### config.mk
export PLATFORM = sky130hd
export DESIGN_NAME = branch_resolver_flat
export DESIGN_NICKNAME = d
export VERILOG_FILES = /design/src/rtl/branch_resolver_if.sv /design/src/rtl/branch_resolver.sv /design/src/flat_wrapper.sv
export SDC_FILE = /design/constraint.sdc
export NUM_CORES = 1
export LEC_CHECK = 0
export CORE_MARGIN = 2
export CORE_UTILIZATION = 45
export DETAILED_ROUTE_END_ITERATION = 7
export PLACE_DENSITY_LB_ADDON = 0.3
export SLEW_MARGIN = 10
export SYNTH_ARGS = -nofsm -noshare
export SYNTH_HDL_FRONTEND = slang
export SYNTH_SLANG_ARGS = --single-unit
### constraint.sdc
create_clock -name clk -period 8.2 [get_ports clk]
set_clock_uncertainty 0.1 [all_clocks]
set_input_delay 2.46 -clock clk [delete_from_list [all_inputs] [get_ports clk]]
set_output_delay 2.46 -clock clk [all_outputs]
set_load 0.02 [all_outputs]
### src/rtl/branch_resolver_if.sv
// Execute-to-fetch branch resolution bus: op intake from execute, record
// handshake to fetch, and the resolution statistics counters.
interface branch_resolver_if #(
  parameter int OPD_LENGTH = 32,
  parameter int ADDR_WIDTH = 32,
  parameter int CNT_WIDTH  = 16
);
  logic                  in_valid;
  logic                  in_ready;
  logic [1:0]            br_kind;
  logic [3:0]            br_op;
  logic [OPD_LENGTH-1:0] comp_result;
  logic [ADDR_WIDTH-1:0] pc;
  logic [ADDR_WIDTH-1:0] imm;
  logic [OPD_LENGTH-1:0] rs1;
  logic                  pred_taken;
  logic [ADDR_WIDTH-1:0] pred_target;
  logic                  out_valid;
  logic                  out_ready;
  logic                  taken;
  logic [ADDR_WIDTH-1:0] target;
  logic [ADDR_WIDTH-1:0] link_pc;
  logic                  mispredict;
  logic                  illegal;
  logic [CNT_WIDTH-1:0]  resolved_cnt;
  logic [CNT_WIDTH-1:0]  mispredict_cnt;

  modport master (
    output in_valid, br_kind, br_op, comp_result, pc, imm, rs1,
           pred_taken, pred_target, out_ready,
    input  in_ready, out_valid, taken, target, link_pc, mispredict,
           illegal, resolved_cnt, mispredict_cnt
  );

  modport slave (
    input  in_valid, br_kind, br_op, comp_result, pc, imm, rs1,
           pred_taken, pred_target, out_ready,
    output in_ready, out_valid, taken, target, link_pc, mispredict,
           illegal, resolved_cnt, mispredict_cnt
  );
endinterface

### src/rtl/branch_resolver.sv
// Resolves branch/JAL/JALR direction and target, checks the fetch prediction
// and hands a registered redirect record to fetch; squashes intake after a miss.
module branch_resolver #(
  parameter int OPD_LENGTH    = 32,
  parameter int ADDR_WIDTH    = 32,
  parameter int SQUASH_CYCLES = 2,
  parameter int CNT_WIDTH     = 16
) (
  input logic               clk,
  input logic               rst,
  branch_resolver_if.slave  bus
);

  localparam logic [1:0] IDLE   = 2'd0;
  localparam logic [1:0] HOLD   = 2'd1;
  localparam logic [1:0] SQUASH = 2'd2;

  localparam int SQW = $clog2(SQUASH_CYCLES + 1);
  localparam logic [SQW-1:0]        SQ_LOAD  = SQW'(SQUASH_CYCLES);
  localparam logic [SQW-1:0]        SQ_ONE   = SQW'(1'b1);
  localparam logic [ADDR_WIDTH-1:0] FOUR     = ADDR_WIDTH'(3'd4);
  localparam logic [ADDR_WIDTH-1:0] LSB_MASK = {{(ADDR_WIDTH-1){1'b1}}, 1'b0};
  localparam logic [CNT_WIDTH-1:0]  CNT_ONE  = CNT_WIDTH'(1'b1);
  localparam logic [CNT_WIDTH-1:0]  CNT_MAX  = {CNT_WIDTH{1'b1}};

  logic [1:0]            state_r;
  logic [SQW-1:0]        sq_cnt_r;
  logic                  out_valid_r;
  logic                  taken_r;
  logic [ADDR_WIDTH-1:0] target_r;
  logic [ADDR_WIDTH-1:0] link_pc_r;
  logic                  mispredict_r;
  logic                  illegal_r;
  logic [CNT_WIDTH-1:0]  resolved_cnt_r;
  logic [CNT_WIDTH-1:0]  mispredict_cnt_r;

  logic                  in_ready_s;
  logic                  accept_s;
  logic                  op_legal_s;
  logic                  taken_s;
  logic                  illegal_s;
  logic                  force_redirect_s;
  logic                  mispredict_s;
  logic [ADDR_WIDTH-1:0] link_s;
  logic [ADDR_WIDTH-1:0] rel_target_s;
  logic [ADDR_WIDTH-1:0] jalr_target_s;
  logic [ADDR_WIDTH-1:0] target_s;

  // Only bit 0 of the comparison result carries the condition.
  logic unused_bits;
  assign unused_bits = ^{bus.comp_result[OPD_LENGTH-1:1], bus.rs1};

  // Intake readiness depends on the live out_ready, so it stays combinational.
  always_comb begin
    in_ready_s = 1'b0;
    if (rst) begin
      in_ready_s = 1'b0;
    end else begin
      case (state_r)
        IDLE:    in_ready_s = 1'b1;
        HOLD:    in_ready_s = bus.out_ready & ~mispredict_r;
        SQUASH:  in_ready_s = 1'b0;
        default: in_ready_s = 1'b0;
      endcase
    end
  end

  assign accept_s = bus.in_valid & in_ready_s;

  // Legal comparison selects for conditional branches.
  always_comb begin
    op_legal_s = 1'b0;
    case (bus.br_op)
      4'b0000, 4'b0001, 4'b0010, 4'b0110, 4'b0011, 4'b0111: op_legal_s = 1'b1;
      default: op_legal_s = 1'b0;
    endcase
  end

  // Direction, target and prediction check for the op presented this cycle.
  always_comb begin
    link_s           = bus.pc + FOUR;
    rel_target_s     = bus.pc + bus.imm;
    jalr_target_s    = (bus.rs1[ADDR_WIDTH-1:0] + bus.imm) & LSB_MASK;
    taken_s          = 1'b0;
    illegal_s        = 1'b0;
    force_redirect_s = 1'b0;
    target_s         = link_s;
    case (bus.br_kind)
      2'b00: begin
        taken_s   = op_legal_s & bus.comp_result[0];
        illegal_s = ~op_legal_s;
        if (taken_s) begin
          target_s = rel_target_s;
        end else begin
          target_s = link_s;
        end
      end
      2'b01: begin
        taken_s  = 1'b1;
        target_s = rel_target_s;
      end
      2'b10: begin
        taken_s  = 1'b1;
        target_s = jalr_target_s;
      end
      default: begin
        illegal_s        = 1'b1;
        force_redirect_s = 1'b1;
      end
    endcase
    mispredict_s = force_redirect_s | (taken_s != bus.pred_taken)
                 | (taken_s & (target_s != bus.pred_target));
  end

  // Handshake FSM and squash window.
  always_ff @(posedge clk) begin
    if (rst) begin
      state_r     <= IDLE;
      sq_cnt_r    <= '0;
      out_valid_r <= 1'b0;
    end else begin
      case (state_r)
        IDLE: begin
          if (accept_s) begin
            state_r     <= HOLD;
            out_valid_r <= 1'b1;
          end
        end
        HOLD: begin
          if (bus.out_ready) begin
            if (mispredict_r) begin
              state_r     <= SQUASH;
              sq_cnt_r    <= SQ_LOAD;
              out_valid_r <= 1'b0;
            end else if (!bus.in_valid) begin
              state_r     <= IDLE;
              out_valid_r <= 1'b0;
            end
          end
        end
        SQUASH: begin
          sq_cnt_r <= sq_cnt_r - SQ_ONE;
          if (sq_cnt_r == SQ_ONE) begin
            state_r <= IDLE;
          end
        end
        default: begin
          state_r     <= IDLE;
          out_valid_r <= 1'b0;
        end
      endcase
    end
  end

  // Resolution record captured on every accepted op.
  always_ff @(posedge clk) begin
    if (rst) begin
      taken_r      <= 1'b0;
      target_r     <= '0;
      link_pc_r    <= '0;
      mispredict_r <= 1'b0;
      illegal_r    <= 1'b0;
    end else if (accept_s) begin
      taken_r      <= taken_s;
      target_r     <= target_s;
      link_pc_r    <= link_s;
      mispredict_r <= mispredict_s;
      illegal_r    <= illegal_s;
    end
  end

  // Saturating statistics counters.
  always_ff @(posedge clk) begin
    if (rst) begin
      resolved_cnt_r   <= '0;
      mispredict_cnt_r <= '0;
    end else if (accept_s) begin
      if (resolved_cnt_r != CNT_MAX) begin
        resolved_cnt_r <= resolved_cnt_r + CNT_ONE;
      end
      if (mispredict_s && (mispredict_cnt_r != CNT_MAX)) begin
        mispredict_cnt_r <= mispredict_cnt_r + CNT_ONE;
      end
    end
  end

  assign bus.in_ready       = in_ready_s;
  assign bus.out_valid      = out_valid_r;
  assign bus.taken          = taken_r;
  assign bus.target         = target_r;
  assign bus.link_pc        = link_pc_r;
  assign bus.mispredict     = mispredict_r;
  assign bus.illegal        = illegal_r;
  assign bus.resolved_cnt   = resolved_cnt_r;
  assign bus.mispredict_cnt = mispredict_cnt_r;

endmodule
### src/flat_wrapper.sv
// flat-port wrapper written by rule: the top's interface ports become plain ports
module branch_resolver_flat 
#(
  parameter int OPD_LENGTH    = 32,
  parameter int ADDR_WIDTH    = 32,
  parameter int SQUASH_CYCLES = 2,
  parameter int CNT_WIDTH     = 16
)
  (clk, rst, bus_in_valid, bus_br_kind, bus_br_op, bus_comp_result, bus_pc, bus_imm, bus_rs1, bus_pred_taken, bus_pred_target, bus_out_ready, bus_in_ready, bus_out_valid, bus_taken, bus_target, bus_link_pc, bus_mispredict, bus_illegal, bus_resolved_cnt, bus_mispredict_cnt);
  branch_resolver_if #(.OPD_LENGTH(OPD_LENGTH), .ADDR_WIDTH(ADDR_WIDTH), .CNT_WIDTH(CNT_WIDTH)) bus_i ();
  input logic clk;
  input logic rst;
  input wire logic [$bits(bus_i.in_valid)-1:0] bus_in_valid;
  input wire logic [$bits(bus_i.br_kind)-1:0] bus_br_kind;
  input wire logic [$bits(bus_i.br_op)-1:0] bus_br_op;
  input wire logic [$bits(bus_i.comp_result)-1:0] bus_comp_result;
  input wire logic [$bits(bus_i.pc)-1:0] bus_pc;
  input wire logic [$bits(bus_i.imm)-1:0] bus_imm;
  input wire logic [$bits(bus_i.rs1)-1:0] bus_rs1;
  input wire logic [$bits(bus_i.pred_taken)-1:0] bus_pred_taken;
  input wire logic [$bits(bus_i.pred_target)-1:0] bus_pred_target;
  input wire logic [$bits(bus_i.out_ready)-1:0] bus_out_ready;
  output wire logic [$bits(bus_i.in_ready)-1:0] bus_in_ready;
  output wire logic [$bits(bus_i.out_valid)-1:0] bus_out_valid;
  output wire logic [$bits(bus_i.taken)-1:0] bus_taken;
  output wire logic [$bits(bus_i.target)-1:0] bus_target;
  output wire logic [$bits(bus_i.link_pc)-1:0] bus_link_pc;
  output wire logic [$bits(bus_i.mispredict)-1:0] bus_mispredict;
  output wire logic [$bits(bus_i.illegal)-1:0] bus_illegal;
  output wire logic [$bits(bus_i.resolved_cnt)-1:0] bus_resolved_cnt;
  output wire logic [$bits(bus_i.mispredict_cnt)-1:0] bus_mispredict_cnt;
  assign bus_i.in_valid = bus_in_valid;
  assign bus_i.br_kind = bus_br_kind;
  assign bus_i.br_op = bus_br_op;
  assign bus_i.comp_result = bus_comp_result;
  assign bus_i.pc = bus_pc;
  assign bus_i.imm = bus_imm;
  assign bus_i.rs1 = bus_rs1;
  assign bus_i.pred_taken = bus_pred_taken;
  assign bus_i.pred_target = bus_pred_target;
  assign bus_i.out_ready = bus_out_ready;
  assign bus_in_ready = bus_i.in_ready;
  assign bus_out_valid = bus_i.out_valid;
  assign bus_taken = bus_i.taken;
  assign bus_target = bus_i.target;
  assign bus_link_pc = bus_i.link_pc;
  assign bus_mispredict = bus_i.mispredict;
  assign bus_illegal = bus_i.illegal;
  assign bus_resolved_cnt = bus_i.resolved_cnt;
  assign bus_mispredict_cnt = bus_i.mispredict_cnt;
  branch_resolver #(.OPD_LENGTH(OPD_LENGTH), .ADDR_WIDTH(ADDR_WIDTH), .SQUASH_CYCLES(SQUASH_CYCLES), .CNT_WIDTH(CNT_WIDTH)) u_core (.clk(clk), .rst(rst), .bus(bus_i));
endmodule
After elaboration in Yosys (flattened, before gate mapping)
Index checks and enable logic that the tools add are counted.
W data, S select, Z words.
{"block": "totals", "reg_bits": 104, "out_inout_bits": 101}
{"block": "classes", "n_addsub": 6, "eq_ne": 19, "mux": 22, "bitwise_logic": 9, "reduce_logical": 13}
{"op": "$pmux W32 S3", "n": 1}
{"op": "$add A32 B32 Y32", "n": 2}
{"op": "$add A16 B1 Y16 const B", "n": 2}
{"op": "$add A32 B3 Y32 const B", "n": 1}
{"op": "$mux W32", "n": 1}
{"op": "$ne A16 B16 Y1 const B", "n": 2}
{"op": "$ne A32 B32 Y1", "n": 1}
{"op": "$mux W2", "n": 7}
{"op": "$eq A4 B2 Y1 const B", "n": 2}
{"op": "$eq A4 B3 Y1 const B", "n": 2}
{"op": "$reduce_and A4 Y1", "n": 2}
{"op": "$mux W1", "n": 7}
{"op": "$eq A2 B1 Y1 const B", "n": 3}
{"op": "$ne A2 B1 Y1 const B", "n": 3}
{"op": "$pmux W1 S2", "n": 3}
{"op": "$pmux W2 S3", "n": 1}
{"op": "$reduce_or A6 Y1", "n": 1}
{"op": "$and A1 B1 Y1", "n": 4}
{"op": "$eq A2 B2 Y1 const B", "n": 2}
{"op": "$eq A4 B1 Y1 const B", "n": 1}
{"op": "$logic_not A2 Y1", "n": 2}
{"op": "$logic_not A4 Y1", "n": 1}
{"op": "$pmux W2 S2", "n": 1}
{"op": "$reduce_and A2 Y1", "n": 2}
{"op": "12 further kinds", "n": 15}

Depth between registers and ports, before layout
{"block": "depth", "word_depth": 11, "ltp_mapped": 18}

Worst setup path after synthesis
OpenSTA, ideal clock, no wires.
{"block": "synth_timing", "kind": "input port to flip-flop", "startpoint": "input bus_imm[0]", "endpoint": "register u_core.mispredict_cnt_r[10], in the netlist u_core.bus.mispredict_cnt[10]", "arrival_time_ns": 6.202, "setup_slack_ns": 1.774, "path_stages": 16, "path_cell_list": "ha_1 > inv_1 > fa_1 > nand2b_1 > a211oi_2 > nor2_1 > o21ai_0 > xor2_1 > a221oi_1 > xor2_1 > o2111ai_1 > or4_1 > or4_4 > nor2_8 > nor4_1 > mux2_1"}
{"block": "synth_via", "elab_chain_len": 8}
{"element": "start, declared", "line": "flat_wrapper.sv:18", "text": "input wire logic [$bits(bus_i.imm)-1:0] bus_imm;"}
{"element": "$add A32 B32 Y32", "line": "branch_resolver.sv:82", "text": "rel_target_s = bus.pc + bus.imm;"}
{"element": "$mux W32", "line": "branch_resolver.sv:92", "text": "if (taken_s) begin"}
{"element": "$pmux W32 S3 *", "line": "branch_resolver.sv:88", "text": "case (bus.br_kind)"}
{"element": "$ne A32 B32 Y1 *", "line": "branch_resolver.sv:112", "text": "| (taken_s & (target_s != bus.pred_target));"}
{"element": "$and A1 B1 Y1 *", "line": "branch_resolver.sv:112"}
{"element": "$or A1 B1 Y1 *", "line": "branch_resolver.sv:112"}
{"element": "$logic_and A1 B1 Y1 *", "line": "branch_resolver.sv:181", "text": "if (mispredict_s && (mispredict_cnt_r != CNT_MAX)) begin"}
{"element": "$reduce_and A2 Y1 (no line) *"}
{"element": "end signal, assigned", "line": "branch_resolver.sv:182", "text": "mispredict_cnt_r <= mispredict_cnt_r + CNT_ONE;"}
{"element": "end, declared", "line": "branch_resolver.sv:35", "text": "logic [CNT_WIDTH-1:0] mispredict_cnt_r;"}
Every way passes the cells marked *; elsewhere a longest branch is shown, timed or not.
A chain may end at the register's enable or synchronous reset.

Worst setup path in the final report
{"block": "layout_timing", "startpoint": "input bus_imm[1]", "endpoint": "register u_core.mispredict_cnt_r[10], in the netlist u_core.bus.mispredict_cnt[10]"}
Same word-level chain as after synthesis.

==> results.py <==
metrics = {
    "status": {
        "outcome": "completed",
    },
    "clock_network": {
        "cts_buffers": 9,
        "clock_latency_ps": 360,
        "postCtsResizedCells": 0,
        "post-cts-setup-buffers": 0,
        "cts_hold_buf": 0,
        "ctsRootBufferMaster": "clkbuf_16",
        "cts_tree": "yes",
        "path_clk_slew_ps": 70,
        "clock-sinks": 104,
        "clock_path_buffers": 2,
        "htreeDepth": 3,
    },
    "grt": {
        "grt_max_degree": 97,
        "grt_overflow": 0,
        "grt_pass1_wl_um": 61500,
        "grt_pass1_vias": 10600,
        "antenna_found_initial": 0,
        "track_usage_pct": 33.8,
    },
    "synthesis": {
        "syn_nets": 1575,
        "ys_seq_area_share_pct": 21.1,
        "syn_area_per_cell_um2": 7.40,
        "syn_area_um2": 9860,
        "ys_dominant_reg_cell": "dfxtp_1",
        "ys_types": 95,
        "async_flop_share_pct": 0,
        "yosysWarnings": 0,
        "ys_ff_latch": 104,
        "postSynthCellCount": 1333,
        "synth_edf_count": 0,
    },
    "power": {
        "vdd_drop_max_mv": 0.0907,
        "leakagePower_nw": 4.67,
        "powerDensity_nw_per_um2": 133,
        "total_power_mw": 1.71,
    },
    "setup_path": {
        "crit_fanout": 12,
        "critical_path_class": "in2reg",
        "crit_path_start_kind": "input port",
        "required_ps": 8340,
        "endpoint_kind": "register",
        "arrival_ps": 7580,
    },
    "floorplan": {
        "initial_utilization_pct": 45.5,
        "dieArea_um2": 23100,
        "die_h_um": 152,
        "core_um2": 21700,
        "fp-row-count": 54,
        "chipWidth_um": 152,
        "num_io_pins": 272,
    },
    "hold_path": {
        "hp-class": "reg2reg",
    },
    "final_layout": {
        "area_delta_synth_final_pct": 30.2,
        "drive_above_1_share_pct": 5.27,
        "nFillCells": 2052,
        "final_nets": 1794,
        "seq_area_um2": 2080,
        "antenna_cells": 0,
        "stdcell_count": 1837,
        "multi_input_area_um2": 7420,
    },
    "route": {
        "drc": 0,
        "wl_per_cell_um": 22.1,
        "drt_iter0_drc": 1057,
        "viasPerCell": 6.22,
        "vias": 11400,
        "drtPass1Iterations": 6,
        "routed_wl_um": 40600,
        "ant_nets": 0,
    },
    "placed_design": {
        "place.gp.congestion": 0.983,
        "io_buffers": 239,
        "dp_hpwl_um": 33300,
        "placed_cells": 1821,
    },
    "sta": {
        "worst_pin_slew_ps": 1050,
        "final-hold-violation-count": 0,
        "period_share_pct": 90.6,
        "slew_headroom_pct": 30.1,
        "tns_ps": 0,
        "fmax_ghz": 0.135,
        "maxSlewViolCount": 0,
        "setup_viol": 0,
        "min_period_ps": 7430,
        "rsz0062_at_grt": "false",
    },
    "job": {
        "drv_cap": 0,
    },
}
worst paths after layout:
path,end,startpoint,slack (ps),depth (start not counted)
setup / recovery,u_core.bus.mispredict_cnt[10]$_SDFFE_PP0P_,bus_imm[1],770,16
hold / removal,u_core.bus.target[25]$_SDFFE_PP0P_,u_core.bus.target[25]$_SDFFE_PP0P_,350,2
setup reg to reg,u_core.bus.resolved_cnt[15]$_SDFFE_PP0P_,u_core.bus.mispredict$_SDFFE_PP0P_,4730,10
hold reg to reg,u_core.bus.target[25]$_SDFFE_PP0P_,u_core.bus.target[25]$_SDFFE_PP0P_,350,2
synthesized netlist by cell type (5+ instances only):
library cell	number	area share, %
and3_1	19	1.2
or4_1	5	0.38
nand4_1	51	3.2
o21a_1	19	1.4
buf_1	5	0.19
a31oi_1	21	1.3
a21o_1	15	1.1
o31a_1	5	0.44
o2111ai_1	6	0.53
a211oi_1	52	4.0
inv_1	24	0.91
nand2_1	124	4.7
a211o_1	5	0.44
xnor2_1	39	3.5
ha_1	69	8.8
dfxtp_1	104	21
nor2_1	170	6.5
o31ai_1	10	0.76
nand3_1	31	1.6
nor2b_1	15	0.95
buf_2	13	0.66
and2_1	15	0.95
xor2_1	50	4.4
o21ai_0	73	3.7
o21bai_1	6	0.46
or3_1	22	1.4
a221oi_1	8	0.71
clkbuf_1	36	1.4
a21oi_1	109	5.5
mux2_1	5	0.57
a22oi_1	5	0.38
mux2i_1	5	0.51
o221ai_1	5	0.44
a311oi_1	5	0.44
nor4_1	9	0.57
nor3_1	39	2.0
o22ai_1	6	0.38
o211ai_1	17	1.3
and4_1	5	0.44
nand2b_1	12	0.76
through the flow:
step           worst slack (ps)  cell area (um2)  util (%)  hold WS (ps)
3_5_place_dp                581            12500      57.9           346
5_1_grt                     627            12800      59.2           387
2_1_floorplan              1770             9860         -           377
4_1_cts                     923            12800      59.2           355
6_report                    767            12800      59.2           354
3_3_place_gp                625            12500      57.9           343
cell families (layout without fill, tap and decap cells):
kind of cell | Yosys count | after routing | share of synthesized area [%]
muxes | 12 | 12 | 1.31
adders and majority gates | 71 | 71 | 9.16
and+or+nand+nor | 545 | 545 | 27.6
DFF | 104 | 104 | 21.1
xor gates and xnor gates | 89 | 89 | 7.91
buffers and inverters | 84 | 308 | 3.62
AOI/OAI and AO/OA | 428 | 428 | 29.3
cell type report:
type	count	share of cell area (%)
Clock buffer	9	1.75
Clock inverter	7	0.517
Inverter	25	0.731
Multi-Input combinational cell	1145	57.8
Sequential cell	104	16.2
Tap cell	280	2.73
Timing Repair Buffer	267	20.2
power breakdown:
part           total [mW]  leakage [nW]  internal, mW  switching [mW]
registers           0.548         0.850         0.531          0.0170
clock network       0.428         0.129         0.212           0.216
logic               0.733          3.69         0.295           0.438
total                1.71          4.67          1.04           0.671
worst max-delay path: stages:
cell and delay [ps]:
clkdlybuf4s50_1 540, inv_1 110, fa_1 430, nand2b_1 210
a211oi_2 400, o21bai_1 160, a211oi_2 420, o21ai_0 170
a32oi_1 480, a2bb2oi_1 200, o2111ai_1 130, or4_1 590
or4_4 610, nor2_8 200, nor4_1 100, mux2_1 330
state kept, by name (all words and copies together) (netlist names):
| signal | flops |
|---|---|
| u_core.bus.mispredict_cnt | 16 |
| u_core.bus.mispredict | 1 |
| u_core.bus.out_valid | 1 |
| u_core.sq_cnt_r | 2 |
| u_core.bus.taken | 1 |
| u_core.bus.resolved_cnt | 16 |
| u_core.bus.target | 32 |
| u_core.state_r | 2 |
| u_core.bus.link_pc | 32 |
| u_core.bus.illegal | 1 |
metal layers:
metal  global-route usage (%)  routed length, um
met3                     5.22               3160
met5                        0                  0
met2                     55.1              18500
met4                     9.66               1110
met1                     46.4              17800
cells in the final DEF, fill, tap and decap left out, types with 21 or more instances in the layout:
cell type	instances
a211oi_1	52
a21oi_1	109
a31oi_1	21
buf_4	28
clkdlybuf4s50_1	238
dfxtp_1	104
ha_1	69
inv_1	24
nand2_1	124
nand3_1	31
nand4_1	51
nor2_1	170
nor3_1	39
o21ai_0	73
or3_1	22
xnor2_1	39
xor2_1	50
No activity file was read; power rests on OpenSTA's default activity.
